--- config.mk ---
export PLATFORM = sky130hd
export DESIGN_NAME = control_sequencer
export DESIGN_NICKNAME = d
export VERILOG_FILES = /design/src/rtl/control_sequencer.sv
export SDC_FILE = /design/constraint.sdc
export NUM_CORES = 1
export LEC_CHECK = 0
export ABC_AREA = 1
export BUFFER_PORTS_ARGS = -buffer_cell sky130_fd_sc_hd__buf_2
export CAP_MARGIN = 20
export CORE_MARGIN = 2
export CORE_UTILIZATION = 48
export CTS_CLUSTER_DIAMETER = 100
export DETAILED_ROUTE_END_ITERATION = 10
export GPL_TIMING_DRIVEN = 0
export PLACE_DENSITY = 0.82
export SYNTH_ARGS = -nofsm -noshare
export SYNTH_HDL_FRONTEND = slang
export SYNTH_SLANG_ARGS = --single-unit
--- constraint.sdc ---
create_clock -name clk -period 2 [get_ports clk]
set_clock_uncertainty 0.15 [all_clocks]
set_input_delay 0.2 -clock clk [delete_from_list [all_inputs] [get_ports clk]]
set_output_delay 0.2 -clock clk [all_outputs]
set_load 0.03 [all_outputs]
--- src/rtl/control_sequencer.sv ---
// Six-state microinstruction sequencer for a small bus-based CPU.
// Walks IDLE -> T1..T6 per instruction, decodes the opcode during T4..T6
// into active-high load/enable strobes, parks in HALT on the HLT opcode,
// and counts retired instructions.
module control_sequencer #(
    parameter int OPCODE_WIDTH = 4,
    parameter int COUNT_WIDTH  = 8
) (
    input  logic                    clk,
    input  logic                    rst,
    input  logic                    run,
    input  logic [OPCODE_WIDTH-1:0] opcode,
    output logic                    pc_inc,
    output logic                    pc_en,
    output logic                    mar_load,
    output logic                    ram_en,
    output logic                    ir_load,
    output logic                    ir_en,
    output logic                    a_load,
    output logic                    a_en,
    output logic                    b_load,
    output logic                    alu_en,
    output logic                    alu_sub,
    output logic                    out_load,
    output logic                    halt,
    output logic [2:0]              t_state,
    output logic                    instr_done,
    output logic [COUNT_WIDTH-1:0]  instr_count
);

    // State encoding doubles as the externally visible t_state code.
    typedef enum logic [2:0] {
        S_IDLE = 3'd0,
        S_T1   = 3'd1,
        S_T2   = 3'd2,
        S_T3   = 3'd3,
        S_T4   = 3'd4,
        S_T5   = 3'd5,
        S_T6   = 3'd6,
        S_HALT = 3'd7
    } state_t;

    // Instruction class after opcode decode; anything unrecognised is a NOP.
    typedef enum logic [2:0] {
        K_LDA,
        K_ADD,
        K_SUB,
        K_OUT,
        K_HLT,
        K_NOP
    } op_kind_t;

    localparam logic [OPCODE_WIDTH-1:0] OP_LDA = OPCODE_WIDTH'(4'b0000);
    localparam logic [OPCODE_WIDTH-1:0] OP_ADD = OPCODE_WIDTH'(4'b0001);
    localparam logic [OPCODE_WIDTH-1:0] OP_SUB = OPCODE_WIDTH'(4'b0010);
    localparam logic [OPCODE_WIDTH-1:0] OP_OUT = OPCODE_WIDTH'(4'b1110);
    localparam logic [OPCODE_WIDTH-1:0] OP_HLT = OPCODE_WIDTH'(4'b1111);

    state_t   state;
    state_t   next_state;
    op_kind_t op_kind;

    // Classify the opcode field into one instruction kind.
    always_comb begin
        // NOTE: every signal written here gets a default first, so no path
        // leaves it unassigned and no latch is inferred.
        op_kind = K_NOP;
        case (opcode)
            OP_LDA:  op_kind = K_LDA;
            OP_ADD:  op_kind = K_ADD;
            OP_SUB:  op_kind = K_SUB;
            OP_OUT:  op_kind = K_OUT;
            OP_HLT:  op_kind = K_HLT;
            default: op_kind = K_NOP;
        endcase
    end

    // Next-state logic: advance only while run is high; HALT is sticky.
    always_comb begin
        next_state = state;
        if (run && (state != S_HALT)) begin
            case (state)
                S_IDLE:  next_state = S_T1;
                S_T1:    next_state = S_T2;
                S_T2:    next_state = S_T3;
                S_T3:    next_state = S_T4;
                S_T4:    next_state = (op_kind == K_HLT) ? S_HALT : S_T5;
                S_T5:    next_state = S_T6;
                S_T6:    next_state = S_T1;
                default: next_state = state;
            endcase
        end
    end

    // State register; reset wins over run and over every transition.
    always_ff @(posedge clk) begin
        // NOTE: sequential state uses non-blocking assignment so every
        // register samples pre-edge values, independent of block ordering.
        if (rst) begin
            state <= S_IDLE;
        end else begin
            state <= next_state;
        end
    end

    // Control decode: gated by run so a paused cycle never repeats a pulse.
    always_comb begin
        pc_inc   = 1'b0;
        pc_en    = 1'b0;
        mar_load = 1'b0;
        ram_en   = 1'b0;
        ir_load  = 1'b0;
        ir_en    = 1'b0;
        a_load   = 1'b0;
        a_en     = 1'b0;
        b_load   = 1'b0;
        alu_en   = 1'b0;
        alu_sub  = 1'b0;
        out_load = 1'b0;
        if (run) begin
            case (state)
                // Fetch: PC -> MAR, bump PC, RAM -> IR.
                S_T1: begin
                    pc_en    = 1'b1;
                    mar_load = 1'b1;
                end
                S_T2: begin
                    pc_inc = 1'b1;
                end
                S_T3: begin
                    ram_en  = 1'b1;
                    ir_load = 1'b1;
                end
                // Execute: operand address to MAR, or A to the output port.
                S_T4: begin
                    case (op_kind)
                        K_LDA, K_ADD, K_SUB: begin
                            ir_en    = 1'b1;
                            mar_load = 1'b1;
                        end
                        K_OUT: begin
                            a_en     = 1'b1;
                            out_load = 1'b1;
                        end
                        default: ;
                    endcase
                end
                // Operand read: into A for LDA, into B for arithmetic.
                S_T5: begin
                    case (op_kind)
                        K_LDA: begin
                            ram_en = 1'b1;
                            a_load = 1'b1;
                        end
                        K_ADD, K_SUB: begin
                            ram_en = 1'b1;
                            b_load = 1'b1;
                        end
                        default: ;
                    endcase
                end
                // Write-back of the ALU result into A.
                S_T6: begin
                    if ((op_kind == K_ADD) || (op_kind == K_SUB)) begin
                        alu_en = 1'b1;
                        a_load = 1'b1;
                        alu_sub = (op_kind == K_SUB);
                    end
                end
                default: ;
            endcase
        end
    end

    assign t_state    = state;
    assign halt       = (state == S_HALT);
    assign instr_done = run && (state == S_T6);

    // Retired-instruction counter; wraps naturally at its width.
    always_ff @(posedge clk) begin
        if (rst) begin
            instr_count <= '0;
        end else if (instr_done) begin
            instr_count <= instr_count + COUNT_WIDTH'(1);
        end
    end

    // At most one driver on the shared bus in any cycle.
    a_bus_exclusive: assert property (@(posedge clk) disable iff (rst)
        $countones({a_en, ir_en, pc_en, ram_en}) <= 1);

    // A halted machine drives no control lines.
    a_halt_quiet: assert property (@(posedge clk) disable iff (rst)
        halt |-> !(pc_inc | pc_en | mar_load | ram_en | ir_load | ir_en |
                   a_load | a_en | b_load | alu_en | alu_sub | out_load));

endmodule

==> impl_table.tex <==
\begin{tabular}{lr}
\hline
Metric & Value \\
\hline
\multicolumn{2}{l}{\textbf{Critical path}} \\
Crit path required time & 1.65 ns \\
Kind of end point of the critical path & output pin \\
Category of the most critical setup path & flip-flop to output pin \\
Crit Path Max Fanout & 6 \\
Critical Path Source Type & flip-flop \\
CP Data Arrival Time & 1.52 ns \\
\multicolumn{2}{l}{\textbf{Global routing}} \\
Initial antenna violation count & 0 \\
Global-route wire length before repair & 2.91 mm \\
Total track usage & 0.208 \\
Total gr overflow & 0 \\
Vias in the first global route & 681 \\
Maximum number of pins on one net before global-route repair & 9 \\
\multicolumn{2}{l}{\textbf{Placed design}} \\
Routability cong. & 0.821 \\
Instance count after placement with tap cells included & 159 \\
Port buffer count & 31 \\
Cell area after placement & 902 sq um \\
Post-DP HPWL & 1.38 mm \\
\multicolumn{2}{l}{\textbf{STA}} \\
Actual transition at the worst max-transition pin & 0.281 ns \\
Final number of setup-violating endpoints & 0 \\
Worst slew margin relative to its limit & 0.812 \\
Timing-limited maximum frequency & 0.534 GHz \\
Setup repair after global routing missed its margin & no \\
Endpoints failing hold & 0 \\
Post-layout min period & 1.87 ns \\
Setup TNS after final layout & 0 ns \\
Final slew viol count & 0 \\
Final period utilization & 0.936 \\
\multicolumn{2}{l}{\textbf{Finish}} \\
Antenna cells & 0 \\
Final design area excluding fillers & 953 sq um \\
Area grow syn2layout & 34.6\% \\
Filler cell count & 116 \\
Post-layout util & 0.715 \\
Share of cells above drive strength 1 & 0.329 \\
Number of nets in the finished design & 158 \\
Final instance count without filler cells & 164 \\
\multicolumn{2}{l}{\textbf{Clock network}} \\
Clock-pin slew on the worst setup and hold paths & 0.08 ns \\
Later-pin clock latency in the skew report & 0.27 ns \\
Worst-case clock buffer depth & 2 \\
Count of clock tree sinks & 11 \\
Number of buffers created by CTS & 3 \\
Clk Tree Root Cell & clkbuf\_4 \\
H-Tree Level Count & 1 \\
Clock tree from TritonCTS & built \\
\multicolumn{2}{l}{\textbf{Floorplanning}} \\
Die extent in x & 42.4 microns \\
I/O pin cnt & 32 \\
Area of the die & 1800 sq um \\
Core outline area & 1330 sq um \\
Starting utilization of the core area & 0.531 \\
Y dimension of the die & 42.4 microns \\
Placement Rows & 13 \\
\multicolumn{2}{l}{\textbf{Synth}} \\
Warnings, synthesis & 0 \\
Number of distinct library cells after synthesis & 21 \\
Most common flop cell mapped by yosys & dfxtp\_1 \\
Mean instance size in the synthesized netlist & 6.27 sq um \\
Yosys top cell by area & dfxtp\_1 \\
Part of the Yosys area used for sequential elements & 0.311 \\
Netlist area before placement & 708 sq um \\
Leading cell types by total area after synthesis & dfxtp\_1, nand2\_1, inv\_1 \\
Most common cell in the synthesized netlist & nand2\_1 \\
Commonest cells post-synth & nand2\_1, inv\_1, nor2\_1 \\
Mapped Nets & 121 \\
Post-synthesis instance total & 113 \\
Ys async rst share & 0 \\
EDFF count, synth & 0 \\
Synthesis-stage register bit count & 11 \\
Area share of the largest cell type after synthesis & 0.311 \\
\multicolumn{2}{l}{\textbf{Outcome}} \\
Result of the run & finished clean \\
\multicolumn{2}{l}{\textbf{Power}} \\
Maximum ir drop on the vdd rail & 0.250 mV \\
Leakage Power & 0.513 nW \\
Power density normalized to cell area & 512 nW/um\^{}2 \\
Power, Total & 0.000489 W \\
\multicolumn{2}{l}{\textbf{Drt}} \\
Number of DRC markers in iteration 0 & 30 \\
Post-detailed-route via-to-cell ratio & 5.10 \\
Number of detailed-route iterations in the first pass & 5 \\
Post-detailed-route count of antenna-violating nets & 0 \\
DRC violations left & 0 \\
Routed len/inst & 11.1 microns \\
Final routed wirelength across all metal layers & 1.82 mm \\
Total number of vias & 837 \\
\multicolumn{2}{l}{\textbf{Job}} \\
Maximum capacitance violations & 0 \\
\multicolumn{2}{l}{\textbf{Worst hold path}} \\
Min-Delay Path Class & input port to flip-flop \\
\hline
\end{tabular}
## power by group
group           total, W  switching, W  internal [W]  leakage, nW
sequential      0.000233    0.00000833      0.000225       0.0898
combinational  0.0000949     0.0000675     0.0000274        0.408
clock           0.000161     0.0000834     0.0000773       0.0150
total           0.000489      0.000159      0.000329        0.513
## flip-flops by register name, summed over array words and instances (netlist names)
name         count
instr_count      8
t_state          3
## per-layer routing
layer  vias up  global-route usage  share of wire
li1        427                   -              -
met1       379               0.270           0.43
met2        27               0.332           0.50
met3         4              0.0517          0.055
met4         0              0.0750          0.014
met5         -                   0              0
## kinds of logic after synthesis
kind of cell,after synthesis,synth area share
buf+inv,22,0.122
compound gates,18,0.127
flops,11,0.311
fa+ha+maj,1,0.0177
xor+xnor,1,0.0124
simple gates,60,0.410
## worst max-delay path, cell delays in order, from the launching register on
cell     delay, ns
dfxtp_2       0.37
inv_1         0.11
nand2_1       0.11
nor2_4        0.12
inv_1         0.07
nor4_4        0.15
buf_4         0.14
buf_2         0.18
## cell usage in the layout (no fill, tap or decap), types with 2 or more instances in the layout
cell type / count
a21oi_1: 9
buf_2: 31
clkbuf_4: 3
dfxtp_1: 9
dfxtp_2: 2
inv_1: 19
inv_2: 2
nand2_1: 24
nand3_1: 5
nand4_1: 2
nor2_1: 17
nor3_2: 3
o21ai_0: 8
## path summary, 6_finish.rpt
check | depth (start not counted) | startpoint | slack, ns | end
setup reg to reg | 6 | instr_count[1] | 0.62 | instr_count[6]
setup / recovery | 7 | t_state[1] | 0.13 | out_load
hold reg to reg | 2 | instr_count[3] | 0.34 | instr_count[3]
hold / removal | 3 | run | 0.18 | t_state[2]
## layout make-up
class / instances / area (sq um) / share of cell area
multi-input cells: 80 / 434 / 0.455
plain buffers: 1 / 7.51 / 0.00787
repair buffers: 32 / 165 / 0.173
flip-flops and latches: 11 / 223 / 0.234
inverters: 21 / 78.8 / 0.0827
well taps: 15 / 18.8 / 0.0197
clock buffers: 4 / 26.3 / 0.0276
## per-stage QoR
step,setup WS [ns],hold WS (ns)
after floorplan,0.0509,0.119
after global placement,0.398,0.282
after detailed placement,0.340,0.280
after CTS,0.0312,0.172
after global routing,0.0185,0.187
final,0.129,0.184
## repair_timing
action | CTS | global route
buffers inserted | 0 | 0
resized for setup | 0 | 5
endpoints found under the hold margin | 1 | 0
hold buffers | 1 | 0
endpoints found under the setup margin | 0 | 5
Note: power is estimated with default switching activity, not from simulation.
